File: src/rtl/hazard_scoreboard.sv
// hazard_scoreboard: per-register ID-stage stall scoreboard for fixed- and variable-latency producers
module hazard_scoreboard #(
  parameter int NUM_REGS = 32,
  parameter int REG_W    = 5,
  parameter int LAT_W    = 3,
  parameter int CNT_W    = 32
) (
  input  logic                clk,
  input  logic                rst,
  input  logic                id_valid,
  input  logic [REG_W-1:0]    id_rs1,
  input  logic [REG_W-1:0]    id_rs2,
  input  logic                id_uses_rs1,
  input  logic                id_uses_rs2,
  input  logic [REG_W-1:0]    id_rd,
  input  logic                id_reg_write,
  input  logic [LAT_W-1:0]    id_lat,
  input  logic                id_var_lat,
  input  logic                flush,
  input  logic                wb_done,
  input  logic [REG_W-1:0]    wb_rd,
  output logic                stalln,
  output logic [NUM_REGS-1:0] pending_mask,
  output logic [CNT_W-1:0]    stall_count
);
  logic [LAT_W-1:0]    r_cnt [NUM_REGS];
  logic [NUM_REGS-1:0] r_var;
  logic [CNT_W-1:0]    r_stall;
  logic [NUM_REGS-1:0] w_busy, w_wb, w_pend;
  logic                w_raw, w_waw, w_issue;
  for (genvar g = 0; g < NUM_REGS; g++) begin : g_busy
    assign w_busy[g] = (g != 0) && ((r_cnt[g] != '0) || r_var[g]);
  end
  // A same-cycle writeback releases its register before the hazard check.
  assign w_wb    = wb_done ? (NUM_REGS'(1) << wb_rd) : '0;
  assign w_pend  = w_busy & ~w_wb;
  assign w_raw   = (id_uses_rs1 && w_pend[id_rs1]) || (id_uses_rs2 && w_pend[id_rs2]);
  assign w_waw   = id_reg_write && (id_rd != '0) && r_var[id_rd] && !w_wb[id_rd];
  assign stalln  = !(id_valid && !flush && (w_raw || w_waw));
  assign w_issue = id_valid && stalln && !flush && id_reg_write && (id_rd != '0);
  assign pending_mask = w_busy;
  assign stall_count  = r_stall;
  always_ff @(posedge clk or posedge rst) begin
    if (rst) begin
      for (int i = 0; i < NUM_REGS; i++) r_cnt[i] <= '0;
      r_var   <= '0;
      r_stall <= '0;
    end else begin
      for (int i = 0; i < NUM_REGS; i++) begin
        if (w_issue && id_rd == REG_W'(i)) begin
          r_cnt[i] <= id_var_lat ? '0 : id_lat;
          r_var[i] <= id_var_lat;
        end else begin
          r_cnt[i] <= (r_cnt[i] != '0) ? r_cnt[i] - 1'b1 : r_cnt[i];
          r_var[i] <= r_var[i] && !w_wb[i];
        end
      end
      if (!stalln && !(&r_stall)) r_stall <= r_stall + 1'b1;
    end
  end
endmodule

File: config.mk
export PLATFORM = sky130hd
export DESIGN_NAME = hazard_scoreboard
export DESIGN_NICKNAME = d
export VERILOG_FILES = /design/src/rtl/hazard_scoreboard.sv
export SDC_FILE = /design/constraint.sdc
export NUM_CORES = 1
export LEC_CHECK = 0
export CAP_MARGIN = 30
export CELL_PAD_IN_SITES_DETAIL_PLACEMENT = 2
export CELL_PAD_IN_SITES_GLOBAL_PLACEMENT = 2
export CORE_UTILIZATION = 40
export CTS_CLUSTER_SIZE = 30
export DETAILED_ROUTE_END_ITERATION = 10
export PLACE_DENSITY = 0.87
export SKIP_LAST_GASP = 1
export SYNTH_ARGS = -nofsm -noshare
export SYNTH_HDL_FRONTEND = slang
export SYNTH_SLANG_ARGS = --single-unit
File: constraint.sdc
create_clock -name clk -period 13.7 [get_ports clk]
set_clock_uncertainty 0.05 [all_clocks]
set_input_delay 2.74 -clock clk [delete_from_list [all_inputs] [get_ports clk]]
set_output_delay 2.74 -clock clk [all_outputs]
set_load 0.02 [all_outputs]
==> qor.csv, run 1 <==
metric,value,unit
yosysSeqAreaShare,0.369,
r2r_start,r_cnt[69]$_DFFE_PP0P_,
cellLeakagePower,5.51,nW
yosysWarnings,0,
path_buf_inv,3,
coreArea,26100,µm²
area_delta_synth_final,17.2,%
p_sw_frac,0.428,
drcViolationCount,0,
final_layout_size_suffix_gt1_frac,0.0765,
clock_latency,450,ps
top_usage_layer,met2,
synth_ff_type,dfrtp_1,
drtIter0Drc,565,
clkPwrFrac,0.217,
hold_viol,0,
critPathMaxFanout,35,
async_flop_share,1.00,
cts_tree,yes,
setup.worst_path.start,wb_rd[0],
p_int,1.42,mW
ys_seq_elements,157,
vias,9250,
antenna_found_initial,1,
clock_path_buffers,2,
htreeDepth,4,
cp_slowest_cell,clkdlybuf4s50_1,
required,10910,ps
r2r_slack,8910,ps
final.fill_count,2710,
grt_start_max_net_pins,79,
path_class,input port to output pin,
ff_latch_area,3930,µm²
rsz0062_at_grt,no,
synth_cell_type_count,70,
max_stage_delay,810,ps
die-area,27300,µm²
peakVddDrop,0.0856,mV
critPathLaunchType,input port,
avgViaCountPerCell,6.02,
met2_usage,0.545,
clock-root-buffer,clkbuf_16,
crit_path_end_kind,output pin,
fin_util,0.479,
crit_chain,clkdlybuf4s50_1 > and2_1 > a2bb2oi_1 > a32oi_1 > nand4_1 > or4_1 > o41ai_2 > nand2_2 > buf_4 > nand2_1 > clkdlybuf4s50_1,
cts_setup_buffers,0,
hold_buffers,0,
p_sw,1.06,mW
power.share.sequential,0.309,
grt_use_met1,0.392,
cp_common_cell,clkdlybuf4s50_1,
drv_cap,0,
overflow,0,
netlist_instances,1134,
reg2regPathDepth,12,
hold_path_class,flop to flop,
max_freq,102,MHz
path_delay_family,buffers and inverters,
slew_headroom,0.364,
worstMarginPinSlew,954,ps
netlist_area,10600,µm²
final_common_cell,dfrtp_1,
finalCritPeriodShare,0.714,
wl_per_cell,27.1,µm
dpl.hpwl,28300,µm
crit_end,stalln,
grt_pass1_vias,10400,
ant_nets,0,
diodes,0,
fin_tns_setup,0,ps
final_cell_mix,"157 x dfrtp_1, 127 x mux2i_1, 121 x nand2_1",
cts_made_buffers,17,
avgSynthCellArea,9.39,µm²
timing.rr.end,r_var[18]$_DFF_PP0_,
power_frac_comb,0.474,
synth_nets,1229,
cp.depth,11,
crit_arrival,6990,ps
firstDrtPassIters,6,
die_h,165,µm
port_buffers,95,
drt-total-wl,41700,µm
gp_congestion,0.959,
start_util,0.409,
die_w,165,µm
setup_violations,0,
clkSinkCount,157,
track_usage,0.315,
grt_pass1_wl,63800,µm
status,finished clean,
nets,1284,
synth_edf_count,0,
maxSlewViolCount,0,
fin_crit,9780,ps
powerDensity,199,nW/µm²
cts.repair.resized,0,
multi_input_area,6060,µm²
rows,59,
gr-usage-met3,0.0504,
cts.clk_slew.worst_paths,80,ps
ioPinCount,97,
[cells in the mapped netlist, types with 4 or more instances]
| cell | count | share of area |
|---|---|---|
| a2111oi_0 | 7 | 0.0058 |
| o2111ai_1 | 4 | 0.0033 |
| a32oi_1 | 6 | 0.0049 |
| a211oi_1 | 9 | 0.0063 |
| xor2_1 | 4 | 0.0033 |
| ha_1 | 63 | 0.074 |
| nand2_1 | 122 | 0.043 |
| or2_2 | 11 | 0.0065 |
| nand4_1 | 19 | 0.011 |
| or3_1 | 13 | 0.0076 |
| and3_1 | 22 | 0.013 |
| inv_1 | 92 | 0.032 |
| nor4_4 | 5 | 0.010 |
| dfrtp_1 | 157 | 0.37 |
| a2bb2oi_1 | 8 | 0.0066 |
| nor2_1 | 52 | 0.018 |
| nor3b_1 | 21 | 0.015 |
| clkbuf_1 | 55 | 0.019 |
| nand4b_1 | 6 | 0.0049 |
| nand3_1 | 28 | 0.013 |
| xnor2_1 | 62 | 0.051 |
| nand3b_1 | 4 | 0.0028 |
| nor2b_1 | 10 | 0.0059 |
| a21oi_1 | 11 | 0.0052 |
| buf_2 | 9 | 0.0042 |
| nor4_2 | 7 | 0.0082 |
| mux2i_1 | 127 | 0.12 |
| mux4_2 | 8 | 0.017 |
| nand2b_1 | 37 | 0.022 |
| buf_4 | 6 | 0.0042 |
| and2_1 | 7 | 0.0041 |
| o21ai_0 | 52 | 0.024 |
| o21ai_1 | 20 | 0.0094 |
| nor3_1 | 8 | 0.0038 |
| o22ai_1 | 4 | 0.0024 |
| or4_1 | 5 | 0.0035 |
[kinds of logic (layout without fill, tap and decap cells)]
kind of cell,after synthesis,count (layout),synth area share
AND/OR/NAND/NOR,401,401,0.215
buffers and inverters,165,233,0.0621
AO/OA/AOI/OAI,144,144,0.0872
multiplexers,137,137,0.138
adder cells (fa/ha/maj),63,63,0.0740
flip-flops,157,157,0.369
other,1,1,0.000352
XOR/XNOR,66,66,0.0543
[worst register-to-register path, stage by stage (launching register included)]
cell,delay [ps]
dfrtp_1,410
inv_1,100
ha_1,230
nor3b_1,630
a21oi_1,200
a32oi_1,290
o2111ai_1,150
or4_1,450
o41ai_2,510
nand2_2,70
buf_4,280
or4_1,950
o21ai_0,370
[worst min-delay path by stage]
stage                                start                     endpoint  slack, ps  cells after the start
6_report       stall_count[16]$_DFFE_PP0P_  stall_count[16]$_DFFE_PP0P_        460                      1
5_1_grt        stall_count[22]$_DFFE_PP0P_  stall_count[22]$_DFFE_PP0P_        480                      1
4_1_cts        stall_count[26]$_DFFE_PP0P_  stall_count[26]$_DFFE_PP0P_        460                      1
3_5_place_dp    stall_count[5]$_DFFE_PP0P_   stall_count[5]$_DFFE_PP0P_        440                      1
3_3_place_gp    stall_count[5]$_DFFE_PP0P_   stall_count[5]$_DFFE_PP0P_        430                      1
2_1_floorplan           r_var[8]$_DFF_PP0_           r_var[8]$_DFF_PP0_        410                      2
[per-layer routing]
metal,vias up,part of all wire
met3,98,0.045
met5,-,0.00031
met1,4814,0.42
li1,4030,-
met4,2,0.033
met2,306,0.50
[power by group through the flow]
stage	registers [mW]	clock network [mW]	logic, mW
floorplan	0.726	0	0.759
global placement	0.737	0	1.02
detailed placement	0.759	0	1.12
CTS	0.763	0.544	1.19
global route	0.780	0.557	1.29
finish	0.766	0.538	1.17
[per-stage QoR]
stage                     power (mW)  setup WS [ps]  instances  hold slack [ps]  cell area, µm²
after CTS                       2.49           3980       1537              457           12500
after global placement          1.75           4170       1504              430           11800
after floorplan                 1.48           5740       1134              408           10600
after global routing            2.63           3740       1537              480           12500
final                           2.48           3920       1537              461           12500
after detailed placement        1.88           4020       1505              435           11800
[state kept, by name, summed over array words and instances (netlist names)]
signal	flops
stall_count	32
r_cnt	93
r_var	32
[layout make-up]
class | instances | share of cell area
Clock buffer | 18 | 0.0352
Clock inverter | 14 | 0.0157
Inverter | 92 | 0.0281
Multi-Input combinational cell | 812 | 0.486
Sequential cell | 157 | 0.315
Tap cell | 335 | 0.0336
Timing Repair Buffer | 109 | 0.0863
Power figures use the tool's default switching activity.
==> run 2: changes to the inputs <==
--- a/config.mk
+++ b/config.mk
@@ -8,10 +8,10 @@
 export CAP_MARGIN = 30
 export CELL_PAD_IN_SITES_DETAIL_PLACEMENT = 2
 export CELL_PAD_IN_SITES_GLOBAL_PLACEMENT = 2
-export CORE_UTILIZATION = 40
+export CORE_UTILIZATION = 37
 export CTS_CLUSTER_SIZE = 30
 export DETAILED_ROUTE_END_ITERATION = 10
-export PLACE_DENSITY = 0.87
+export PLACE_DENSITY = 0.82
 export SKIP_LAST_GASP = 1
 export SYNTH_ARGS = -nofsm -noshare
 export SYNTH_HDL_FRONTEND = slang
==> constraint.sdc (replaced) <==
create_clock -name clk -period 9.4 [get_ports clk]
set_clock_uncertainty 0.05 [all_clocks]
set_input_delay 1.88 -clock clk [delete_from_list [all_inputs] [get_ports clk]]
set_output_delay 1.88 -clock clk [all_outputs]
set_load 0.02 [all_outputs]
==> run 2 against run 1 <==
  * Largest cell class unchanged
  * Critical path depth fell by 1
  * Critical endpoint unchanged
  * Power rose by 40%
  * First-iteration DRC count fell by 22%
==> qor.csv, run 2 (synthesis results as in run 1) <==
metric,value,unit
status,finished clean,
maxSlewViolCount,0,
drv_cap,0,
r2r_slack,4510,ps
nets,1280,
required,7470,ps
worstMarginPinSlew,1020,ps
drt-total-wl,38700,µm
postPlaceCellArea,11800,µm²
gp_congestion,0.992,
die-area,29500,µm²
hold_buffers,0,
ant_nets,0,
peakVddDrop,0.0982,mV
grt_use_met1,0.343,
track_usage,0.274,
htreeDepth,4,
crit_path_end_kind,output pin,
max_freq,128,MHz
clock-root-buffer,clkbuf_16,
firstDrtPassIters,5,
grt_start_max_net_pins,56,
rsz0062_at_grt,no,
clkSinkCount,157,
fin_crit,7790,ps
critPathMaxFanout,15,
grt_pass1_vias,9981,
dpl.hpwl,27400,µm
hold_path_class,flop to flop,
cts_made_buffers,17,
drtIter0Drc,439,
final_layout_size_suffix_gt1_frac,0.0751,
slew_headroom,0.317,
fin_tns_setup,0,ps
clock_latency,450,ps
largest_register_ff_count,93,
die_h,172,µm
powerDensity,278,nW/µm²
path_class,input port to output pin,
top_usage_layer,met2,
diodes,0,
coreArea,28000,µm²
overflow,0,
drcViolationCount,0,
vias,8935,
antenna_found_initial,1,
cellLeakagePower,5.47,nW
start_util,0.380,
wl_per_cell,24.5,µm
hold_viol,0,
final_common_cell,dfrtp_1,
avgViaCountPerCell,5.67,
fin_area,12500,µm²
final.fill_count,3024,
port_buffers,95,
largest_register,r_cnt,
rows,61,
cts.clk_slew.worst_paths,90,ps
met2_usage,0.472,
clock_path_buffers,2,
cts.repair.resized,0,
cts_tree,yes,
finalCritPeriodShare,0.828,
final_cell_mix,"157 x dfrtp_1, 127 x mux2i_1, 119 x nand2_1",
die_w,172,µm
cts_setup_buffers,0,
grt_pass1_wl,60300,µm
ioPinCount,97,
setup_violations,0,
critPathLaunchType,input port,
area_delta_synth_final,17.1,%
crit_arrival,5860,ps
gr-usage-met3,0.0421,
-- run 2: changes by cell type in the layout (fill, tap and decap cells not counted) --
cell	change
buf_16	-1
buf_4	-3
bufinv_16	-3
clkbuf_8	-1
clkinv_4	-1
clkinv_8	+5
inv_12	+1
inv_6	-3
inv_8	+2
nand2_1	-2
nand2_2	+2
-- run 2: worst paths after layout --
check / depth (start not counted) / from / end
setup / recovery: 10 / wb_rd[0] / stalln
hold / removal: 1 / stall_count[6]$_DFFE_PP0P_ / stall_count[6]$_DFFE_PP0P_
setup reg to reg: 12 / r_cnt[52]$_DFFE_PP0P_ / r_var[27]$_DFF_PP0_
hold reg to reg: 1 / stall_count[6]$_DFFE_PP0P_ / stall_count[6]$_DFFE_PP0P_
max in group asynchronous: 4 / rst / r_cnt[63]$_DFFE_PP0P_
min in group asynchronous: 2 / rst / r_cnt[85]$_DFFE_PP0P_
-- run 2: power breakdown --
group	internal [mW]	switching (mW)	total [mW]
Clock	0.364	0.367	0.731
Combinational	0.701	0.933	1.63
Sequential	0.917	0.179	1.10
Total	1.98	1.48	3.46
-- run 2: per-layer routing --
layer / wire [µm] / share of wire
met5: 13 / 0.00034
met4: 1100 / 0.028
met3: 1500 / 0.039
met2: 19400 / 0.50
met1: 16600 / 0.43
-- run 2: through the flow --
stage	instances	utilization	power [mW]	hold slack, ps	worst slack (ps)
5_1_grt	1576	0.445	3.72	462	1520
4_1_cts	1576	0.445	3.50	450	1700
3_3_place_gp	1544	0.423	2.56	430	1780
3_5_place_dp	1544	0.423	2.70	438	1730
6_report	1576	0.445	3.46	442	1610
2_1_floorplan	1134	-	2.16	408	3160
-- run 2: cell type report --
cell class | count | area, µm² | area share
Clock buffer | 17 | 425 | 0.0341
Clock inverter | 15 | 191 | 0.0154
Inverter | 92 | 350 | 0.0281
Multi-Input combinational cell | 812 | 6070 | 0.487
Sequential cell | 157 | 3930 | 0.315
Tap cell | 378 | 473 | 0.0379
Timing Repair Buffer | 105 | 1030 | 0.0823
-- run 2: critical path: stages --
cell and delay (ps):
clkdlybuf4s50_1 760, and2_1 610, a2bb2oi_1 250, a32oi_1 260, nand4_1 110, or4_1 500, o41ai_2 610, nand2_2 150
nand2_1 100, clkdlybuf4s50_1 600
==> run 3: changes to the inputs <==
--- a/config.mk
+++ b/config.mk
@@ -8,10 +8,10 @@
 export CAP_MARGIN = 30
 export CELL_PAD_IN_SITES_DETAIL_PLACEMENT = 2
 export CELL_PAD_IN_SITES_GLOBAL_PLACEMENT = 2
-export CORE_UTILIZATION = 37
+export CORE_UTILIZATION = 34
 export CTS_CLUSTER_SIZE = 30
 export DETAILED_ROUTE_END_ITERATION = 10
-export PLACE_DENSITY = 0.82
+export PLACE_DENSITY = 0.79
 export SKIP_LAST_GASP = 1
 export SYNTH_ARGS = -nofsm -noshare
 export SYNTH_HDL_FRONTEND = slang
==> constraint.sdc (replaced) <==
create_clock -name clk -period 7 [get_ports clk]
set_clock_uncertainty 0.05 [all_clocks]
set_input_delay 1.4 -clock clk [delete_from_list [all_inputs] [get_ports clk]]
set_output_delay 1.4 -clock clk [all_outputs]
set_load 0.02 [all_outputs]
==> run 3 against run 2 <==
  * Worst setup slack worse by 1200 ps
  * Critical endpoint unchanged
  * Non-clock buffer count is 17 higher
  * Largest cell class unchanged
  * Final area is 0.82% higher
  * Critical path type unchanged
==> qor.csv, run 3 (synthesis results as in run 1) <==
metric,value,unit
status,finished clean,
rows,64,
overflow,0,
cts.repair.resized,0,
reg2regPathDepth,13,
die_w,179,µm
htreeDepth,4,
die-area,32000,µm²
nets,1297,
required,5550,ps
track_usage,0.252,
ant_nets,0,
antenna_found_initial,0,
rsz0062_at_grt,no,
largest_register_ff_count,93,
firstDrtPassIters,5,
drcViolationCount,0,
cellLeakagePower,5.52,nW
cp_common_cell,clkdlybuf4s50_1,
power.share.sequential,0.321,
grt_pass1_wl,59800,µm
max_freq,152,MHz
max_stage_delay,750,ps
crit_path_end_kind,output pin,
crit_chain,clkdlybuf4s50_1 > and4b_1 > a2111oi_0 > a41oi_1 > o2111ai_1 > or4_1 > o41ai_2 > buf_4 > nand2_2 > nand2_1 > clkdlybuf4s50_1,
final_common_cell,dfrtp_1,
power_frac_comb,0.476,
p_int,2.65,mW
largest_register,r_cnt,
maxSlewViolCount,0,
crit_end,stalln,
setup_violations,0,
cts.clk_slew.worst_paths,80,ps
vias,8958,
hold_viol,0,
fin_crit,6560,ps
p_sw,1.91,mW
clock_path_buffers,2,
drt-total-wl,38400,µm
r2r_start,r_cnt[69]$_DFFE_PP0P_,
crit_arrival,5110,ps
coreArea,30700,µm²
drv_cap,0,
area_delta_synth_final,18.0,%
p_sw_frac,0.419,
grt_pass1_vias,10100,
die_h,179,µm
cts_setup_buffers,0,
clkSinkCount,157,
fin_tns_setup,0,ps
diodes,0,
clkPwrFrac,0.203,
setup.worst_path.start,wb_rd[2],
wl_per_cell,23.8,µm
clock-root-buffer,clkbuf_16,
grt_start_max_net_pins,59,
cts_tree,yes,
gp_congestion,0.968,
avgViaCountPerCell,5.56,
worstMarginPinSlew,1050,ps
finalCritPeriodShare,0.937,
critPathMaxFanout,12,
final_layout_size_suffix_gt1_frac,0.0881,
final.fill_count,3327,
hold_path_class,flop to flop,
cp_slowest_cell,clkdlybuf4s50_1,
start_util,0.347,
critPathLaunchType,input port,
port_buffers,95,
drtIter0Drc,513,
hold_buffers,0,
final_cell_mix,"157 x dfrtp_1, 127 x mux2i_1, 119 x nand2_1",
r2r_slack,2440,ps
p_total,4.57,mW
cts_made_buffers,17,
peakVddDrop,0.123,mV
powerDensity,363,nW/µm²
ioPinCount,97,
timing.rr.end,r_var[20]$_DFF_PP0_,
clock_latency,440,ps
path_class,input port to output pin,
dpl.hpwl,28000,µm
slew_headroom,0.296,
==> run 3: cell count changes in the layout (fill, tap and decap cells not counted), moves of 3 or more <==
cell,previous run,this run
inv_6,4,7
buf_4,10,27
clkinv_8,6,2
clkinvlp_4,0,3
==> run 3: stage by stage <==
step | setup WS [ps] | std cells | area, µm² | util | hold slack [ps]
2_1_floorplan | 1320 | 1134 | 10600 | - | 408
3_3_place_gp | 560 | 1579 | 12000 | 0.391 | 428
3_5_place_dp | 508 | 1579 | 12000 | 0.391 | 435
4_1_cts | 466 | 1611 | 12600 | 0.410 | 452
5_1_grt | 273 | 1611 | 12600 | 0.410 | 476
6_report | 438 | 1611 | 12600 | 0.410 | 448
==> run 3: worst min path at each step <==
stage,from,endpoint,slack [ps],cells after the start
floorplan,r_var[8]$_DFF_PP0_,r_var[8]$_DFF_PP0_,410,2
global placement,stall_count[24]$_DFFE_PP0P_,stall_count[24]$_DFFE_PP0P_,430,1
detailed placement,stall_count[24]$_DFFE_PP0P_,stall_count[24]$_DFFE_PP0P_,440,1
CTS,stall_count[24]$_DFFE_PP0P_,stall_count[24]$_DFFE_PP0P_,450,1
global route,stall_count[24]$_DFFE_PP0P_,stall_count[24]$_DFFE_PP0P_,480,1
finish,stall_count[24]$_DFFE_PP0P_,stall_count[24]$_DFFE_PP0P_,450,1
==> run 3: layout make-up <==
class	instances	area, µm²	area share
multi-input combinational	812	6070	0.483
sequential	157	3930	0.313
tap	396	495	0.0394
clock inverter	15	144	0.0115
timing repair buffer	122	1150	0.0918
inverter	92	350	0.0279
clock buffer	17	425	0.0339
==> run 3: critical path, delay by kind of cell <==
kind | cells | cell delay, ps
AND/OR/NAND/NOR | 4 | 1210
buffers and inverters | 3 | 1530
AO/OA/AOI/OAI | 4 | 970
==> run 3: layer usage <==
layer  global-route usage  vias up  wire length (µm)
met5                    0        -                 0
li1                     -     4058                 -
met1                0.318     4663             16700
met4               0.0756        0               861
met3               0.0377       48              1450
met2                0.441      189             19400
==> run 3: power by group through the flow <==
stage               sequential [mW]  combinational, mW  clock (mW)
global placement               1.45               2.01           0
detailed placement             1.48               2.16           0
global route                   1.51               2.45       0.984
CTS                            1.47               2.22       0.949
finish                         1.47               2.17       0.927
floorplan                      1.42               1.48           0
